**config.mk**
```make
export PLATFORM = sky130hd
export DESIGN_NAME = multi_channel_adc_averager_flat
export DESIGN_NICKNAME = d
export VERILOG_FILES = /design/src/rtl/multi_channel_adc_averager_if.sv /design/src/rtl/multi_channel_adc_averager.sv /design/src/flat_wrapper.sv
export SDC_FILE = /design/constraint.sdc
export NUM_CORES = 1
export LEC_CHECK = 0
export ABC_AREA = 0
export CAP_MARGIN = 25
export CORE_MARGIN = 5
export CORE_UTILIZATION = 45
export CTS_CLUSTER_SIZE = 24
export DETAILED_ROUTE_END_ITERATION = 10
export GPL_TIMING_DRIVEN = 0
export SLEW_MARGIN = 20
export SYNTH_ARGS = -nofsm -noshare
export SYNTH_HDL_FRONTEND = slang
export SYNTH_SLANG_ARGS = --single-unit
export TNS_END_PERCENT = 5
```
**constraint.sdc**
```tcl
create_clock -name clk -period 3.22 [get_ports clk]
set_input_delay 0.322 -clock clk [delete_from_list [all_inputs] [get_ports clk]]
set_output_delay 0.322 -clock clk [all_outputs]
set_load 0.01 [all_outputs]
```
**src/rtl/multi_channel_adc_averager_if.sv**
```systemverilog
// ============================================================================
// Module   : multi_channel_adc_averager_if
// Brief    : Sample-strobe / averaged-result bundle for the ADC averager.
// Revision : 1.0  initial release
// ============================================================================
`default_nettype none

interface multi_channel_adc_averager_if #(
    parameter int NUM_CH = 4,
    parameter int DATA_W = 16,
    parameter int SEL_W  = (NUM_CH > 1) ? $clog2(NUM_CH) : 1
);
    logic                       clear;
    logic [NUM_CH-1:0]          ch_ready;
    logic [NUM_CH*DATA_W-1:0]   ch_data;
    logic [SEL_W-1:0]           ch_select;
    logic [DATA_W-1:0]          ave_data;
    logic                       ave_valid;
    logic [SEL_W-1:0]           ave_channel;
    logic [NUM_CH-1:0]          ch_primed;

    modport master (
        output clear, ch_ready, ch_data, ch_select,
        input  ave_data, ave_valid, ave_channel, ch_primed
    );

    modport slave (
        input  clear, ch_ready, ch_data, ch_select,
        output ave_data, ave_valid, ave_channel, ch_primed
    );
endinterface

`default_nettype wire

```
**src/rtl/multi_channel_adc_averager.sv**
```systemverilog
// ============================================================================
// Module   : multi_channel_adc_averager
// Brief    : N-channel concurrent block averager with one selected output.
//            ADC_AVG_EMA_EN selects an exponential moving average instead.
// Revision : 1.0  initial release
// ============================================================================
`default_nettype none

module multi_channel_adc_averager #(
    parameter int NUM_CH  = 4,
    parameter int DATA_W  = 16,
    parameter int AVG_POW = 8,
    parameter int SEL_W   = (NUM_CH > 1) ? $clog2(NUM_CH) : 1
) (
    input  wire logic                        clk,
    input  wire logic                        reset,
    multi_channel_adc_averager_if.slave      bus
);

    localparam int ACC_W = DATA_W + AVG_POW;

    logic [ACC_W-1:0]   acc      [NUM_CH];
    logic [ACC_W-1:0]   acc_nxt  [NUM_CH];
    logic [DATA_W-1:0]  res      [NUM_CH];
    logic [NUM_CH-1:0]  done;
    logic [NUM_CH-1:0]  primed;

    logic               sel_ok;
    logic               sel_done;
    logic [DATA_W-1:0]  sel_res;

    logic [DATA_W-1:0]  ave_data;
    logic               ave_valid;
    logic [SEL_W-1:0]   ave_channel;

`ifndef ADC_AVG_EMA_EN
    localparam logic [AVG_POW-1:0] CNT_MAX = {AVG_POW{1'b1}};
    logic [AVG_POW-1:0] cnt [NUM_CH];
`endif

    always_comb begin
        for (int k = 0; k < NUM_CH; k++) begin
`ifdef ADC_AVG_EMA_EN
            acc_nxt[k] = acc[k] - (acc[k] >> AVG_POW)
                       + {{AVG_POW{1'b0}}, bus.ch_data[k*DATA_W +: DATA_W]};
`else
            acc_nxt[k] = acc[k] + {{AVG_POW{1'b0}}, bus.ch_data[k*DATA_W +: DATA_W]};
`endif
        end
    end

    // Every channel accumulates in parallel; clear outranks a same-edge sample.
    always_ff @(posedge clk or negedge reset) begin
        if (!reset) begin
            for (int k = 0; k < NUM_CH; k++) begin
                acc[k] <= '0;
                res[k] <= '0;
`ifndef ADC_AVG_EMA_EN
                cnt[k] <= '0;
`endif
            end
            done   <= '0;
            primed <= '0;
        end else begin
            done <= '0;
            for (int k = 0; k < NUM_CH; k++) begin
                if (bus.clear) begin
                    acc[k] <= '0;
`ifdef ADC_AVG_EMA_EN
                    res[k] <= '0;
`else
                    cnt[k] <= '0;
`endif
                end else if (bus.ch_ready[k]) begin
`ifdef ADC_AVG_EMA_EN
                    acc[k]    <= acc_nxt[k];
                    res[k]    <= acc_nxt[k][ACC_W-1:AVG_POW];
                    done[k]   <= 1'b1;
                    primed[k] <= 1'b1;
`else
                    if (cnt[k] == CNT_MAX) begin
                        res[k]    <= acc_nxt[k][ACC_W-1:AVG_POW];
                        acc[k]    <= '0;
                        cnt[k]    <= '0;
                        done[k]   <= 1'b1;
                        primed[k] <= 1'b1;
                    end else begin
                        acc[k] <= acc_nxt[k];
                        cnt[k] <= cnt[k] + AVG_POW'(1);
                    end
`endif
                end
            end
        end
    end

    // Compare-based select avoids indexing past NUM_CH when SEL_W is wide.
    always_comb begin
        sel_ok   = 1'b0;
        sel_done = 1'b0;
        sel_res  = '0;
        for (int k = 0; k < NUM_CH; k++) begin
            if (bus.ch_select == SEL_W'(k)) begin
                sel_ok   = 1'b1;
                sel_done = done[k];
                sel_res  = primed[k] ? res[k] : '0;
            end
        end
    end

    always_ff @(posedge clk or negedge reset) begin
        if (!reset) begin
            ave_data    <= '0;
            ave_valid   <= 1'b0;
            ave_channel <= '0;
        end else begin
            ave_channel <= bus.ch_select;
            ave_data    <= sel_ok ? sel_res : '0;
            ave_valid   <= sel_ok & sel_done & ~bus.clear;
        end
    end

    assign bus.ave_data    = ave_data;
    assign bus.ave_valid   = ave_valid;
    assign bus.ave_channel = ave_channel;
    assign bus.ch_primed   = primed;

endmodule

`default_nettype wire

```
**src/flat_wrapper.sv**
```systemverilog
// flat-port wrapper written by rule: the top's interface ports become plain ports
module multi_channel_adc_averager_flat 
#(
    parameter int NUM_CH  = 4,
    parameter int DATA_W  = 16,
    parameter int AVG_POW = 8,
    parameter int SEL_W   = (NUM_CH > 1) ? $clog2(NUM_CH) : 1
)
  (clk, reset, bus_clear, bus_ch_ready, bus_ch_data, bus_ch_select, bus_ave_data, bus_ave_valid, bus_ave_channel, bus_ch_primed);
  multi_channel_adc_averager_if #(.NUM_CH(NUM_CH), .DATA_W(DATA_W), .SEL_W(SEL_W)) bus_i ();
  input  wire logic clk;
  input  wire logic reset;
  input wire logic [$bits(bus_i.clear)-1:0] bus_clear;
  input wire logic [$bits(bus_i.ch_ready)-1:0] bus_ch_ready;
  input wire logic [$bits(bus_i.ch_data)-1:0] bus_ch_data;
  input wire logic [$bits(bus_i.ch_select)-1:0] bus_ch_select;
  output wire logic [$bits(bus_i.ave_data)-1:0] bus_ave_data;
  output wire logic [$bits(bus_i.ave_valid)-1:0] bus_ave_valid;
  output wire logic [$bits(bus_i.ave_channel)-1:0] bus_ave_channel;
  output wire logic [$bits(bus_i.ch_primed)-1:0] bus_ch_primed;
  assign bus_i.clear = bus_clear;
  assign bus_i.ch_ready = bus_ch_ready;
  assign bus_i.ch_data = bus_ch_data;
  assign bus_i.ch_select = bus_ch_select;
  assign bus_ave_data = bus_i.ave_data;
  assign bus_ave_valid = bus_i.ave_valid;
  assign bus_ave_channel = bus_i.ave_channel;
  assign bus_ch_primed = bus_i.ch_primed;
  multi_channel_adc_averager #(.NUM_CH(NUM_CH), .DATA_W(DATA_W), .AVG_POW(AVG_POW), .SEL_W(SEL_W)) u_core (.clk(clk), .reset(reset), .bus(bus_i));
endmodule
```
## After elaboration in Yosys (flattened, before gate mapping)

Index checks and enable logic that the tools add are counted.
W data, S select, Z words.

| storage, ports and cells | value |
|---|---|
| output and inout bits | 23 |
| register bits after elaboration | 219 |

| cells by class | value |
|---|---|
| reductions and logical operators | 9 |
| bitwise logic cells | 3 |
| mux-type cells | 53 |
| equal/unequal tests | 7 |
| add/subtract/negate cells | 8 |

Operator list:

| cell | count |
|---|---|
| $mux W24 | 12 |
| $mux W16 | 9 |
| $add A24 B16 Y24 | 4 |
| $mux W8 | 12 |
| $add A8 B1 Y8 const B | 4 |
| $eq A8 B8 Y1 const B | 4 |
| $mux W1 | 20 |
| $reduce_and A3 Y1 | 4 |
| $reduce_bool A2 Y1 | 4 |
| $eq A2 B2 Y1 const B | 2 |
| $and A1 B1 Y1 | 2 |
| $eq A2 B1 Y1 const B | 1 |
| $logic_not A2 Y1 | 1 |
| $not A1 Y1 | 1 |

## Logic depth before layout (Yosys ltp)

Gate-level depths: netlist of run 1.

| depth | value |
|---|---|
| depth after elaboration | 7 |
| mapped depth | 10 |
| depth with buffers taken out | 10 |

## Worst setup path before layout of run 1

OpenSTA, ideal clock, no wires.

| path | value |
|---|---|
| kind | reg-to-reg |
| from | reg u_core.acc[48] (netlist name) |
| to | reg u_core.acc[68] (netlist name) |
| stages on the path, launching flop included | 11 |
| required time | 3.151 ns |
| arrival | 2.309 ns |
| path buffers | 0 |
| setup time | 0.069 ns |
| path slack | 0.841 ns |
| cell sequence | dfrtp_1 -> ha_1 -> inv_1 -> fa_1 -> nand2b_1 -> a21oi_1 -> o21ai_1 -> a211oi_2 -> nor2_1 -> or4_1 -> nand3_1 |

| between the ends | value |
|---|---|
| word-level cells in the longest chain between the ends | 4 |

RTL lines:

| element | line | source |
|---|---|---|
| start: declaration | multi_channel_adc_averager.sv:22 | `logic [ACC_W-1:0] acc [NUM_CH];` |
| start signal: indexed assignment | multi_channel_adc_averager.sv:88 | `acc[k] <= acc_nxt[k];` |
| $add A24 B16 Y24 | multi_channel_adc_averager.sv:47 | `acc_nxt[k] = acc[k] + {{AVG_POW{1'b0}}, bus.ch_data[k*DATA_W +: DATA_W]};` |
| $mux W24 | multi_channel_adc_averager.sv:81 | `if (cnt[k] == CNT_MAX) begin` |
| $mux W24 | multi_channel_adc_averager.sv:74 | `end else if (bus.ch_ready[k]) begin` |
| $mux W24 | multi_channel_adc_averager.sv:67 | `if (bus.clear) begin` |

No other way between the ends. The select of a mux whose other input is x is not followed.
A chain may end at the register's enable or synchronous reset.

## Final worst setup path of run 1

| path | value |
|---|---|
| from | reg u_core.acc[72] (netlist name) |
| to | reg u_core.res[56] (netlist name) |

| between the ends | value |
|---|---|
| word-level cells in the longest chain between the ends | 1 |

RTL lines:

| element | line | source |
|---|---|---|
| $add A24 B16 Y24 | multi_channel_adc_averager.sv:47 |  |
| end signal: indexed assignment | multi_channel_adc_averager.sv:82 | `res[k] <= acc_nxt[k][ACC_W-1:AVG_POW];` |
| end: declaration | multi_channel_adc_averager.sv:24 | `logic [DATA_W-1:0] res [NUM_CH];` |

No other way between the ends.

==> results of run 1 <==
## worst paths after layout
kind,cells past startpoint,from,slack (ns),to
setup / recovery,10,u_core.acc[72]$_DFFE_PN0P_,0.33,u_core.res[56]$_DFFE_PN0P_
min in group asynchronous,2,reset,0.36,u_core.acc[55]$_DFFE_PN0P_
hold reg to reg,2,u_core.res[50]$_DFFE_PN0P_,0.48,u_core.res[50]$_DFFE_PN0P_
max in group asynchronous,3,reset,2.04,u_core.acc[15]$_DFFE_PN0P_
hold / removal,3,bus_ch_ready[1],0.23,u_core.cnt[17]$_DFFE_PN0P_
setup reg to reg,10,u_core.acc[72]$_DFFE_PN0P_,0.33,u_core.res[56]$_DFFE_PN0P_
## cells in the final DEF, fill, tap and decap left out, types with 16 or more instances in the layout
master,instances
a21oi_1,98
nand4_1,29
ha_1,68
a22oi_1,16
nor2_1,74
a31oi_1,22
a21o_1,21
nand2b_1,21
nand3_1,35
mux2_2,21
dfrtp_1,219
clkbuf_1,57
and3_1,20
o21ai_0,114
or3_1,17
clkbuf_16,27
nand2_1,181
xor2_1,41
a221oi_1,17
xnor2_1,42
a22o_1,39
inv_1,33
clkdlybuf4s50_1,91
o211ai_1,17
## layout make-up
cell class | count | area (um2) | area share [%]
inverter | 35 | 131 | 0.861
clock buffer | 30 | 707 | 4.63
multi-input combinational | 1069 | 7050 | 46.2
tap | 384 | 480 | 3.15
timing repair buffer | 95 | 991 | 6.50
buffer | 73 | 298 | 1.95
sequential | 219 | 5480 | 35.9
clock inverter | 17 | 116 | 0.763
## report_power, final
| group | switching (uW) | internal [uW] | total (uW) |
|---|---|---|---|
| clock | 1230 | 1580 | 2810 |
| combinational | 1070 | 738 | 1810 |
| sequential | 103 | 2910 | 3010 |
## worst max-delay path, cell delays in order (launching register included)
cell,delay [ns]
dfrtp_1,0.39
ha_1,0.23
fa_1,0.42
a21oi_1,0.28
o22ai_2,0.13
nor2_1,0.22
o31ai_4,0.12
a211oi_1,0.38
buf_2,0.27
xnor2_1,0.19
o21ai_0,0.11
## cells by family (layout without fill, tap and decap cells)
| kind of cell | count (synthesis) | in the layout |
|---|---|---|
| and+or+nand+nor | 451 | 451 |
| AOI/OAI and AO/OA | 436 | 436 |
| DFF | 219 | 219 |
| buffers and inverters | 108 | 250 |
| xor gates and xnor gates | 83 | 83 |
| adders and majority gates | 72 | 72 |
| muxes | 27 | 27 |
## routing by layer
| layer | vias up | routed length [um] | part of all wire, % |
|---|---|---|---|
| met2 | 163 | 15200 | 46 |
| li1 | 5352 | - | - |
| met4 | 0 | 796 | 2.4 |
| met5 | - | 0 | 0 |
| met1 | 5103 | 15700 | 48 |
| met3 | 40 | 1270 | 3.9 |
## through the flow
| stage | power (uW) | instance area [um2] | util [%] |
|---|---|---|---|
| global placement | 4840 | 14400 | 50.3 |
| CTS | 7720 | 15300 | 53.4 |
| finish | 7630 | 15300 | 53.4 |
| global route | 8090 | 15300 | 53.4 |
| detailed placement | 4860 | 14400 | 50.5 |
| floorplan | 4310 | 13000 | - |
## registers in the layout, indices dropped and copies added, names as in the netlist
| name | count |
|---|---|
| u_core.bus.ch_primed | 4 |
| u_core.cnt | 32 |
| u_core.bus.ave_channel | 2 |
| u_core.done | 4 |
| u_core.bus.ave_data | 16 |
| u_core.acc | 96 |
| u_core.res | 64 |
| u_core.bus.ave_valid | 1 |
## what timing repair did
| action | CTS | global route |
|---|---|---|
| hold buffers | 1 | 0 |
| hold endpoints to repair | 67 | 0 |
| resized for setup | 0 | 0 |
==> impl_metrics.py, run 1 <==
metrics = {
    "layout": {
        "stdcell_count": 1922,
        "n_antenna_cell": 0,
        "drive_above_1_share_pct": 8.06,
        "areaGrowthSynthToFinish_pct": 17.7,
        "fillers": 2720,
        "fin_nets": 1664,
    },
    "routing": {
        "vias": 10700,
        "drtIter0Drc": 660,
        "ant_nets": 0,
        "wl_per_cell_um": 17.1,
        "post-route-drc-count": 0,
        "drt_wl_total_um": 33000,
        "dr.pass1.iters": 5,
        "via_per_inst": 5.55,
    },
    "timing": {
        "setup_ws_ns": 0.335,
        "final-setup-viol-count": 0,
        "fin_crit_sh_pct": 89.6,
        "tightest_slew_ns": 0.817,
        "skew_ns": 0.0177,
        "rsz0062_at_grt": "false",
        "hold_viol": 0,
        "period_needed_ns": 2.89,
        "whs_ns": 0.230,
        "fmax_ghz": 0.347,
        "final.setup.tns_ns": 0,
        "maxSlewViolCount": 0,
        "slew_headroom_pct": 45.4,
    },
    "global_route": {
        "use_met1_pct": 27.8,
        "grt_use_met2_pct": 33.2,
        "grt_pass1_wl_um": 55400,
        "overflow": 0,
        "grt_pass1_vias": 10700,
        "grt_most_used_layer": "met2",
        "antenna_found_initial": 0,
        "met3_usage_pct": 3.38,
        "grt_max_degree": 83,
        "grt_usage_pct": 20.2,
    },
    "synthesis": {
        "synth_most_common_cell": "dfrtp_1",
        "synth_nets": 1541,
        "muxShareOfSynthArea_pct": 2.39,
        "synth_adder_area_share_pct": 7.18,
        "synth-xor-area-share_pct": 5.61,
        "synth_top_family_by_area": "compound AO/OA/AOI/OAI gates",
        "syn-cell-area_um2": 13000,
        "synth_area_per_cell_um2": 9.28,
        "ys.warnings.count": 0,
        "synth_compound_area_share_pct": 22.3,
        "synthFlopType": "dfrtp_1",
        "synth_top_cell_area_share_pct": 42.3,
        "ys_ff_latch": 219,
        "synthCells": 1396,
        "synthArstFlopShare_pct": 100,
        "synth_top_cells_by_area": "dfrtp_1 (42%), ha_1 (6.6%), nand2_1 (5.2%), o21ai_0 (4.4%), a21oi_1 (3.8%)",
        "ys_seq_area_share_pct": 42.3,
        "yosys.area_share.simple_pct": 16.9,
        "synth_cell_type_count": 80,
        "synth_commonest_cells": "dfrtp_1 (219), nand2_1 (181), o21ai_0 (114), a21oi_1 (98), nor2_1 (74)",
        "synth_edf_count": 0,
        "synth_top_area_cell": "dfrtp_1",
    },
    "place": {
        "dpl_worst_slack_ns": -0.0166,
        "gp_congestion": 0.876,
        "dpl.hpwl_um": 24400,
        "placedCellCount": 1874,
        "port_buffers": 92,
    },
    "worst_setup_path": {
        "cp_max_fo": 10,
        "cp.required_ns": 3.63,
        "cp-end-kind": "flip-flop",
        "critPathLaunchType": "flip-flop",
        "criticalPathCategory": "reg2reg",
        "crit_arrival_ns": 3.30,
    },
    "clock_tree": {
        "insertion_delay_ns": 0.54,
        "cts_buffers": 26,
        "cts-root-buf": "clkbuf_16",
        "post-cts-setup-buffers": 0,
        "clock_sinks": 219,
        "tritoncts": "yes",
        "clk_path_buf_depth": 3,
        "cts_htree_levels": 1,
        "clk_pin_slew_ns": 0.06,
    },
    "pwr": {
        "leakage_uw": 0.00678,
        "irDropWorstVdd_v": 0.000343,
        "power_density_nw_per_um2": 500,
    },
    "run_status": {
        "status": "finished clean",
    },
    "run": {
        "drv_cap": 0,
    },
    "die": {
        "dieArea_um2": 32300,
        "core-area_um2": 28500,
        "rows": 62,
        "ios": 96,
        "die_w_um": 180,
        "start_util_pct": 45.4,
        "dieHeight_um": 180,
    },
    "worst_hold_path": {
        "worstHoldPathType": "in2reg",
    },
}
Power figures use the tool's default switching activity.
==> run 2: changes to the inputs <==
--- a/config.mk
+++ b/config.mk
@@ -7,7 +7,7 @@
 export LEC_CHECK = 0
 export ABC_AREA = 0
 export CAP_MARGIN = 25
-export CORE_MARGIN = 5
+export CORE_MARGIN = 2
 export CORE_UTILIZATION = 45
 export CTS_CLUSTER_SIZE = 24
 export DETAILED_ROUTE_END_ITERATION = 10
==> run 2 against run 1 <==
Net effect:
- design area increased by 0.37%
- setup slack improved by 0.059 ns
- die area decreased by 6.6%
- clock skew about the same
- sequential power about the same
- first-iteration DRC count increased by 7.9%
==> impl_metrics.py, run 2 (synthesis gave the netlist of run 1 again) <==
metrics = {
    "routing": {
        "drtIter0Drc": 712,
        "wl_per_cell_um": 17.0,
        "via_per_inst": 5.56,
        "drt_wl_total_um": 32800,
        "post-route-drc-count": 0,
        "vias": 10700,
        "ant_nets": 0,
        "dr.pass1.iters": 7,
    },
    "global_route": {
        "grt_max_degree": 93,
        "overflow": 0,
        "antenna_found_initial": 0,
        "grt_pass1_wl_um": 54300,
        "grt_pass1_vias": 10500,
        "grt_usage_pct": 21.9,
    },
    "clock_tree": {
        "clock_sinks": 219,
        "clk_pin_slew_ns": 0.06,
        "insertion_delay_ns": 0.54,
        "cts_hold_buf": 1,
        "cts_buffers": 26,
        "clk_path_buf_depth": 3,
        "tritoncts": "yes",
        "cts-root-buf": "clkbuf_16",
        "cts_htree_levels": 1,
        "post-cts-setup-buffers": 0,
        "ctsResizeCount": 0,
    },
    "die": {
        "dieHeight_um": 174,
        "start_util_pct": 45.4,
        "dieArea_um2": 30200,
        "die_w_um": 174,
        "core-area_um2": 28500,
        "rows": 62,
        "ios": 96,
    },
    "timing": {
        "tightest_slew_ns": 0.774,
        "skew_ns": 0.0172,
        "maxSlewViolCount": 0,
        "final-setup-viol-count": 0,
        "hold_viol": 0,
        "setup_ws_ns": 0.394,
        "fmax_ghz": 0.354,
        "final.setup.tns_ns": 0,
        "fin_crit_sh_pct": 87.8,
        "rsz0062_at_grt": "false",
        "period_needed_ns": 2.83,
        "slew_headroom_pct": 48.3,
    },
    "place": {
        "dpl.hpwl_um": 24000,
        "gp_congestion": 0.892,
        "port_buffers": 92,
        "postPlaceCellArea_um2": 14400,
        "dpl_worst_slack_ns": 0.0364,
    },
    "pwr": {
        "power_density_nw_per_um2": 511,
        "leakage_uw": 0.00682,
        "irDropWorstVdd_v": 0.000340,
    },
    "layout": {
        "areaGrowthSynthToFinish_pct": 18.1,
        "top_regs": "u_core.acc (96), u_core.res (64), u_core.cnt (32)",
        "layout_commonest_cell": "dfrtp_1",
        "drive_above_1_share_pct": 7.93,
        "fin_util_pct": 53.6,
        "final_area_um2": 15300,
        "fillers": 2682,
        "largest_register_ff_count": 96,
        "layout_common_cells": "dfrtp_1 (219), nand2_1 (181), o21ai_0 (114), a21oi_1 (98), clkdlybuf4s50_1 (91)",
        "fin_nets": 1664,
        "top_register": "u_core.acc",
        "n_antenna_cell": 0,
    },
    "run_status": {
        "status": "finished clean",
    },
    "worst_hold_path": {
        "worstHoldPathType": "in2reg",
    },
    "run": {
        "drv_cap": 0,
    },
    "worst_setup_path": {
        "cp-end-kind": "flip-flop",
        "criticalPathCategory": "reg2reg",
        "cp_max_fo": 10,
        "crit_arrival_ns": 3.24,
        "critPathLaunchType": "flip-flop",
        "cp.required_ns": 3.63,
    },
}
==> run 2: layout make-up <==
| cell class | instances | area (um2) | share of cell area, % |
|---|---|---|---|
| timing repair buffer | 95 | 991 | 6.47 |
| sequential | 219 | 5480 | 35.8 |
| buffer | 73 | 298 | 1.95 |
| multi-input combinational | 1069 | 7050 | 46.0 |
| inverter | 35 | 131 | 0.858 |
| clock inverter | 13 | 138 | 0.899 |
| clock buffer | 34 | 742 | 4.85 |
| tap | 384 | 480 | 3.14 |
==> run 2: path summary, 6_finish.rpt <==
path                       slack, ns  cells past startpoint                    endpoint                  startpoint
setup / recovery                0.39                     10  u_core.res[56]$_DFFE_PN0P_  u_core.acc[72]$_DFFE_PN0P_
hold / removal                  0.22                      3   u_core.cnt[9]$_DFFE_PN0P_             bus_ch_ready[2]
setup reg to reg                0.39                     10  u_core.res[56]$_DFFE_PN0P_  u_core.acc[72]$_DFFE_PN0P_
hold reg to reg                 0.47                      2  u_core.res[54]$_DFFE_PN0P_  u_core.res[54]$_DFFE_PN0P_
max in group asynchronous       2.16                      3   u_core.acc[8]$_DFFE_PN0P_                       reset
min in group asynchronous       0.29                      2  u_core.acc[54]$_DFFE_PN0P_                       reset
==> run 2: report_power, final <==
group / switching (uW) / leakage [uW] / internal (uW)
Sequential: 103 / 0.00299 / 2910
Clock: 1210 / 0.000426 / 1790
Combinational: 1080 / 0.00341 / 737
Total: 2400 / 0.00682 / 5430
==> run 2: through the flow <==
step,std cells,hold slack [ns],total power [uW]
2_1_floorplan,1396,0.0264,4310
3_3_place_gp,1872,0.455,4840
3_5_place_dp,1874,0.247,4860
4_1_cts,1922,0.213,7900
5_1_grt,1922,0.269,8260
6_report,1922,0.218,7830
==> run 2: layer usage <==
metal / vias up / share of wire (%) / track usage, %
met5: - / 0 / 0
met4: 0 / 2.3 / 6.27
met3: 46 / 4.5 / 3.07
met2: 187 / 46 / 35.8
met1: 5116 / 47 / 30.5
li1: 5339 / - / -
==> run 2: worst max-delay path: stages, from the launching register on <==
cell      delay, ns
dfrtp_1        0.39
ha_1           0.23
fa_1           0.41
a21oi_1        0.26
o22ai_2        0.14
nor2_1         0.23
o31ai_4        0.12
a211oi_1       0.37
buf_2          0.28
xnor2_1        0.18
o21ai_0        0.11
